`src/rtl/debounce_edge_det_if.sv`:
```
// ============================================================================
// Module   : debounce_edge_det_if
// Purpose  : Signal bundle between a debounce/edge-detect block and its user.
// Revision : 1.0 - initial release
// ============================================================================
`default_nettype none

interface debounce_edge_det_if #(
  parameter int CNT_W = 8
);
  logic             d_i;
  logic             cnt_clr_i;
  logic             level_o;
  logic             rise_o;
  logic             fall_o;
  logic [CNT_W-1:0] edge_cnt_o;
  logic             cnt_sat_o;

  modport master (
    output d_i,
    output cnt_clr_i,
    input  level_o,
    input  rise_o,
    input  fall_o,
    input  edge_cnt_o,
    input  cnt_sat_o
  );

  modport slave (
    input  d_i,
    input  cnt_clr_i,
    output level_o,
    output rise_o,
    output fall_o,
    output edge_cnt_o,
    output cnt_sat_o
  );
endinterface

`default_nettype wire

```
`src/rtl/debounce_edge_det.sv`:
```
// ============================================================================
// Module   : debounce_edge_det
// Purpose  : Synchronise, debounce and edge-detect one raw asynchronous input.
// Revision : 1.0 - initial release
// ============================================================================
`default_nettype none

module debounce_edge_det #(
  parameter int SYNC_STAGES     = 2,
  parameter int DEBOUNCE_CYCLES = 4,
  parameter int CNT_W           = 8
) (
  input  wire logic            clk,
  input  wire logic            reset,
  debounce_edge_det_if.slave   bus
);

  localparam int          c_CW       = (DEBOUNCE_CYCLES > 1) ? $clog2(DEBOUNCE_CYCLES) : 1;
  localparam logic [c_CW-1:0] c_LAST = c_CW'(DEBOUNCE_CYCLES - 1);
  localparam logic [c_CW-1:0] c_ONE  = c_CW'(1);
  localparam bit          c_ONE_SHOT = (DEBOUNCE_CYCLES == 1);

  typedef enum logic [1:0] {
    ST_LOW       = 2'd0,
    ST_RISE_PEND = 2'd1,
    ST_HIGH      = 2'd2,
    ST_FALL_PEND = 2'd3
  } state_t;

  logic [SYNC_STAGES-1:0] r_sync;
  logic                   w_s;
  state_t                 r_state;
  logic [c_CW-1:0]        r_cnt;
  logic                   r_level;
  logic                   r_rise;
  logic                   r_fall;
  logic [CNT_W-1:0]       r_edge_cnt;
  logic [CNT_W-1:0]       w_edge_cnt_nxt;
  logic                   r_sat;

  // ------------------------------------------------------------------------
  // Synchroniser chain: bit 0 captures the raw input.
  // ------------------------------------------------------------------------
  always_ff @(posedge clk or negedge reset) begin
    if (!reset) begin
      r_sync <= '0;
    end else begin
      r_sync <= {r_sync[SYNC_STAGES-2:0], bus.d_i};
    end
  end

  assign w_s = r_sync[SYNC_STAGES-1];

  // ------------------------------------------------------------------------
  // Debounce FSM. r_cnt counts consecutive samples of w_s that disagree with
  // the accepted level; a disagreeing run of DEBOUNCE_CYCLES flips the level.
  // ------------------------------------------------------------------------
  always_ff @(posedge clk or negedge reset) begin
    if (!reset) begin
      r_state <= ST_LOW;
      r_cnt   <= '0;
      r_level <= 1'b0;
      r_rise  <= 1'b0;
      r_fall  <= 1'b0;
    end else begin
      r_rise <= 1'b0;
      r_fall <= 1'b0;
      case (r_state)
        ST_LOW: begin
          if (w_s) begin
            if (c_ONE_SHOT) begin
              r_state <= ST_HIGH;
              r_level <= 1'b1;
              r_rise  <= 1'b1;
              r_cnt   <= '0;
            end else begin
              r_state <= ST_RISE_PEND;
              r_cnt   <= c_ONE;
            end
          end
        end
        ST_RISE_PEND: begin
          if (!w_s) begin
            r_state <= ST_LOW;
            r_cnt   <= '0;
          end else if (r_cnt == c_LAST) begin
            r_state <= ST_HIGH;
            r_level <= 1'b1;
            r_rise  <= 1'b1;
            r_cnt   <= '0;
          end else begin
            r_cnt <= r_cnt + c_ONE;
          end
        end
        ST_HIGH: begin
          if (!w_s) begin
            if (c_ONE_SHOT) begin
              r_state <= ST_LOW;
              r_level <= 1'b0;
              r_fall  <= 1'b1;
              r_cnt   <= '0;
            end else begin
              r_state <= ST_FALL_PEND;
              r_cnt   <= c_ONE;
            end
          end
        end
        ST_FALL_PEND: begin
          if (w_s) begin
            r_state <= ST_HIGH;
            r_cnt   <= '0;
          end else if (r_cnt == c_LAST) begin
            r_state <= ST_LOW;
            r_level <= 1'b0;
            r_fall  <= 1'b1;
            r_cnt   <= '0;
          end else begin
            r_cnt <= r_cnt + c_ONE;
          end
        end
        default: begin
          r_state <= ST_LOW;
          r_cnt   <= '0;
        end
      endcase
    end
  end

  // ------------------------------------------------------------------------
  // Rising-edge counter. A clear coinciding with a rise pulse keeps that edge.
  // ------------------------------------------------------------------------
  always_comb begin
    w_edge_cnt_nxt = r_edge_cnt;
    if (bus.cnt_clr_i) begin
      w_edge_cnt_nxt = r_rise ? CNT_W'(1) : '0;
    end else if (r_rise && !(&r_edge_cnt)) begin
      w_edge_cnt_nxt = r_edge_cnt + CNT_W'(1);
    end
  end

  always_ff @(posedge clk or negedge reset) begin
    if (!reset) begin
      r_edge_cnt <= '0;
      r_sat      <= 1'b0;
    end else begin
      r_edge_cnt <= w_edge_cnt_nxt;
      r_sat      <= &w_edge_cnt_nxt;
    end
  end

  assign bus.level_o    = r_level;
  assign bus.rise_o     = r_rise;
  assign bus.fall_o     = r_fall;
  assign bus.edge_cnt_o = r_edge_cnt;
  assign bus.cnt_sat_o  = r_sat;

endmodule

`default_nettype wire

```
`src/flat_wrapper.sv`:
```
// flat-port wrapper written by rule: the top's interface ports become plain ports
module debounce_edge_det_flat 
#(
  parameter int SYNC_STAGES     = 2,
  parameter int DEBOUNCE_CYCLES = 4,
  parameter int CNT_W           = 8
)
  (clk, reset, bus_d_i, bus_cnt_clr_i, bus_level_o, bus_rise_o, bus_fall_o, bus_edge_cnt_o, bus_cnt_sat_o);
  debounce_edge_det_if #(.CNT_W(CNT_W)) bus_i ();
  input  wire logic clk;
  input  wire logic reset;
  input wire logic [$bits(bus_i.d_i)-1:0] bus_d_i;
  input wire logic [$bits(bus_i.cnt_clr_i)-1:0] bus_cnt_clr_i;
  output wire logic [$bits(bus_i.level_o)-1:0] bus_level_o;
  output wire logic [$bits(bus_i.rise_o)-1:0] bus_rise_o;
  output wire logic [$bits(bus_i.fall_o)-1:0] bus_fall_o;
  output wire logic [$bits(bus_i.edge_cnt_o)-1:0] bus_edge_cnt_o;
  output wire logic [$bits(bus_i.cnt_sat_o)-1:0] bus_cnt_sat_o;
  assign bus_i.d_i = bus_d_i;
  assign bus_i.cnt_clr_i = bus_cnt_clr_i;
  assign bus_level_o = bus_i.level_o;
  assign bus_rise_o = bus_i.rise_o;
  assign bus_fall_o = bus_i.fall_o;
  assign bus_edge_cnt_o = bus_i.edge_cnt_o;
  assign bus_cnt_sat_o = bus_i.cnt_sat_o;
  debounce_edge_det #(.SYNC_STAGES(SYNC_STAGES), .DEBOUNCE_CYCLES(DEBOUNCE_CYCLES), .CNT_W(CNT_W)) u_core (.clk(clk), .reset(reset), .bus(bus_i));
endmodule
```
`config.mk`:
```
export PLATFORM = sky130hd
export DESIGN_NAME = debounce_edge_det_flat
export DESIGN_NICKNAME = d
export VERILOG_FILES = /design/src/rtl/debounce_edge_det_if.sv /design/src/rtl/debounce_edge_det.sv /design/src/flat_wrapper.sv
export SDC_FILE = /design/constraint.sdc
export NUM_CORES = 1
export LEC_CHECK = 0
export ABC_AREA = 1
export CORE_UTILIZATION = 40
export CTS_BUF_LIST = sky130_fd_sc_hd__clkbuf_4 sky130_fd_sc_hd__clkbuf_8 sky130_fd_sc_hd__clkbuf_16
export CTS_CLUSTER_SIZE = 40
export DETAILED_ROUTE_END_ITERATION = 7
export GPL_TIMING_DRIVEN = 0
export PLACE_DENSITY_LB_ADDON = 0.15
export SETUP_SLACK_MARGIN = 0.05
export SYNTH_ARGS = -nofsm -noshare
export SYNTH_HDL_FRONTEND = slang
export SYNTH_SLANG_ARGS = --single-unit
```
`constraint.sdc`:
```
create_clock -name clk -period 1.3 [get_ports clk]
set_clock_uncertainty 0.05 [all_clocks]
set_input_delay 0.26 -clock clk [delete_from_list [all_inputs] [get_ports clk]]
set_output_delay 0.26 -clock clk [all_outputs]
set_load 0.01 [all_outputs]
```
==> impl_metrics.ini <==
[route]
routed_wirelength_um = 2321
drc = 0
vias = 924
dr.pass1.iters = 4
drt_first_iter_violations = 15
ant_nets = 0
via_per_inst = 4.941
wl_per_cell_um = 12.41

[global_routing]
grt_max_degree = 19
grt_pass1_vias = 823
antenna_found_initial = 0
grt.total_usage = 0.1908
grt_pass1_wl_um = 3560
grt_overflow = 0

[synth]
synth_cells = 117
synth-seq-cells = 18
synth_nets = 123
synth_area_um2 = 928.4
syn_area_per_cell_um2 = 7.935
yosys_warnings = 0
ys.flop_type = dfrtp_1
synth_seq_area_share = 0.4852
synth_edf_count = 0
synth_cell_types = 20
synthArstFlopShare = 1.000

[placed_design]
numPortBuffers = 15
dp_cells = 160
hpwl_um = 1356
place_ws_ns = -0.3612
gp_congestion = 0.7808

[cts]
clk_latency_ns = 0.28
htree_levels = 1
cts_max_path_buffers = 2
cts_buffers = 3
cts_tree = done
cts_sinks = 18
clk_pin_slew_ns = 0.10
cts_hold_buf = 0
cts_root_buf = clkbuf_4

[worst_setup_path]
slowest_delay_ns = 0.42
cpLargestDelayFamily = simple AND/OR/NAND/NOR gates
worstPathCellList = ha_4 -> nand2_4 -> nor2_4 -> nand2_4 -> nand2_4 -> buf_12 -> nand2_1 -> nand2_1 -> nand4_1 -> nor2_2
critical_path.endpoint_type = flop
slowest_stage = dfrtp_1
arrival_ns = 1.81
required_ns = 1.48
start_kind = flop
critPathMaxFanout = 4
cpMostUsedCell = nand2_4
critPathKind = flop to flop
critPathBufInv = 1

[floorplan]
start_util = 0.4238
row_count = 17
die_y_um = 50.18
io_pins = 16
die-area_um2 = 2518
dieWidth_um = 50.18
coreArea_um2 = 2191

[sta]
rsz0062_at_grt = true
tightest_slew_ns = 0.7760
tns_ns = -1.429
setup_ws_ns = -0.3341
drv_slew = 0
maxSlewHeadroom = 0.4811
finalCritPeriodShare = 1.257
hold_slack_ns = 0.3060
fmax_mhz = 612.0
period_needed_ns = 1.634
setup_violations = 9
hold_violations = 0

[cells_and_area]
drive_gt1_frac = 0.4277
nets = 167
stdcell_count = 187
synthToLayoutAreaGrowth_pct = 57.41
num_antenna_cells = 0

[run_status]
violations = setup timing
status = finished, violations left

[power]
pwr_density_cell_nw_per_um2 = 909.4
peakVddDrop_mv = 0.8326
power.leakage_nw = 0.7708
finalPower_mw = 1.329

[flow_run]
cap_violations = 0

[worst_hold_path]
min_path_type = flop to flop
cell usage after synthesis, types with 6 or more instances:
master   instances  share of area
nand2_1         38           0.15
dfrtp_1         18           0.49
inv_1           14          0.057
nor2_1          11          0.044
nand3_1          8          0.043
a21oi_1          6          0.032
sequential cells by signal (all words and copies together) (netlist names), named ones only:
register / cells
u_core.bus.edge_cnt_o: 8
u_core.r_cnt: 2
u_core.r_sync: 2
u_core.bus.cnt_sat_o: 1
u_core.bus.fall_o: 1
u_core.bus.level_o: 1
u_core.bus.rise_o: 1
u_core.r_state: 1
cell usage in the layout, fill, tap and decap left out, types with 2 or more instances in the layout:
cell,synthesis,routed
nand2_2,2,6
nand4_1,2,2
buf_4,0,16
nand3_2,0,4
nor2_4,2,3
inv_2,2,2
nor2_1,11,10
a21oi_2,0,3
a21oi_1,6,3
buf_6,0,13
clkdlybuf4s50_1,0,3
nand3b_1,2,2
inv_1,14,14
clkbuf_4,0,3
nor3_2,0,2
nand3_1,8,4
dfrtp_2,0,2
nand2_1,38,29
nand2_4,1,6
xor2_1,2,2
clkdlybuf4s15_1,0,2
clkbuf_2,0,3
dfrtp_1,18,16
per-layer routing:
layer	global-route usage	share of wire	vias to the layer above
met5	0	0	-
li1	-	-	451
met4	0.1000	0.014	0
met2	0.3133	0.52	21
met1	0.2412	0.44	448
met3	0.02727	0.030	4
where the power goes:
part | total [mW] | leakage [nW] | switching, mW | internal (mW)
registers | 0.722 | 0.235 | 0.0735 | 0.648
clock network | 0.268 | 0.0138 | 0.160 | 0.107
logic | 0.340 | 0.522 | 0.185 | 0.154
total | 1.33 | 0.771 | 0.419 | 0.910
final timing paths:
path                                   endpoint                startpoint  depth (start not counted)  slack [ns]
setup / recovery           u_core.bus.cnt_sat_o  u_core.bus.edge_cnt_o[0]                         10       -0.33
hold / removal                 u_core.r_sync[1]          u_core.r_sync[0]                          0        0.31
setup reg to reg           u_core.bus.cnt_sat_o  u_core.bus.edge_cnt_o[0]                         10       -0.33
hold reg to reg                u_core.r_sync[1]          u_core.r_sync[0]                          0        0.31
max in group asynchronous     u_core.bus.rise_o                     reset                          1        0.30
min in group asynchronous             async pin                     reset                          1        0.37
cell type report:
| type | count | area [um2] |
|---|---|---|
| fill | 172 | 729.5 |
| sequential | 18 | 452.9 |
| clock buffer | 3 | 22.52 |
| timing repair buffer | 39 | 356.6 |
| tap | 28 | 35.03 |
| multi-input combinational | 83 | 534.3 |
| inverter | 16 | 60.06 |
per-stage QoR:
stage | cell area, um2 | utilization
final | 1461 | 0.6670
after global routing | 1461 | 0.6670
after CTS | 1289 | 0.5882
after detailed placement | 1116 | 0.5094
after global placement | 1116 | 0.5094
after floorplan | 930.9 | -
cells by family (layout without fill, tap and decap cells):
| kind of cell | Yosys count | count (layout) | share of synthesized area |
|---|---|---|---|
| compound gates | 10 | 10 | 0.06604 |
| xor+xnor | 2 | 2 | 0.01887 |
| fa+ha+maj | 2 | 2 | 0.02695 |
| buf+inv | 16 | 58 | 0.06469 |
| flops | 18 | 18 | 0.4852 |
| simple gates | 69 | 69 | 0.3383 |
repair_timing:
| item | 4_1_cts | 5_1_grt |
|---|---|---|
| gates resized for setup | 47 | 37 |
| endpoints found under the setup margin | 21 | 20 |
| pin swaps | 0 | 16 |
| buffers inserted | 18 | 8 |
No activity file was read; power rests on OpenSTA's default activity.
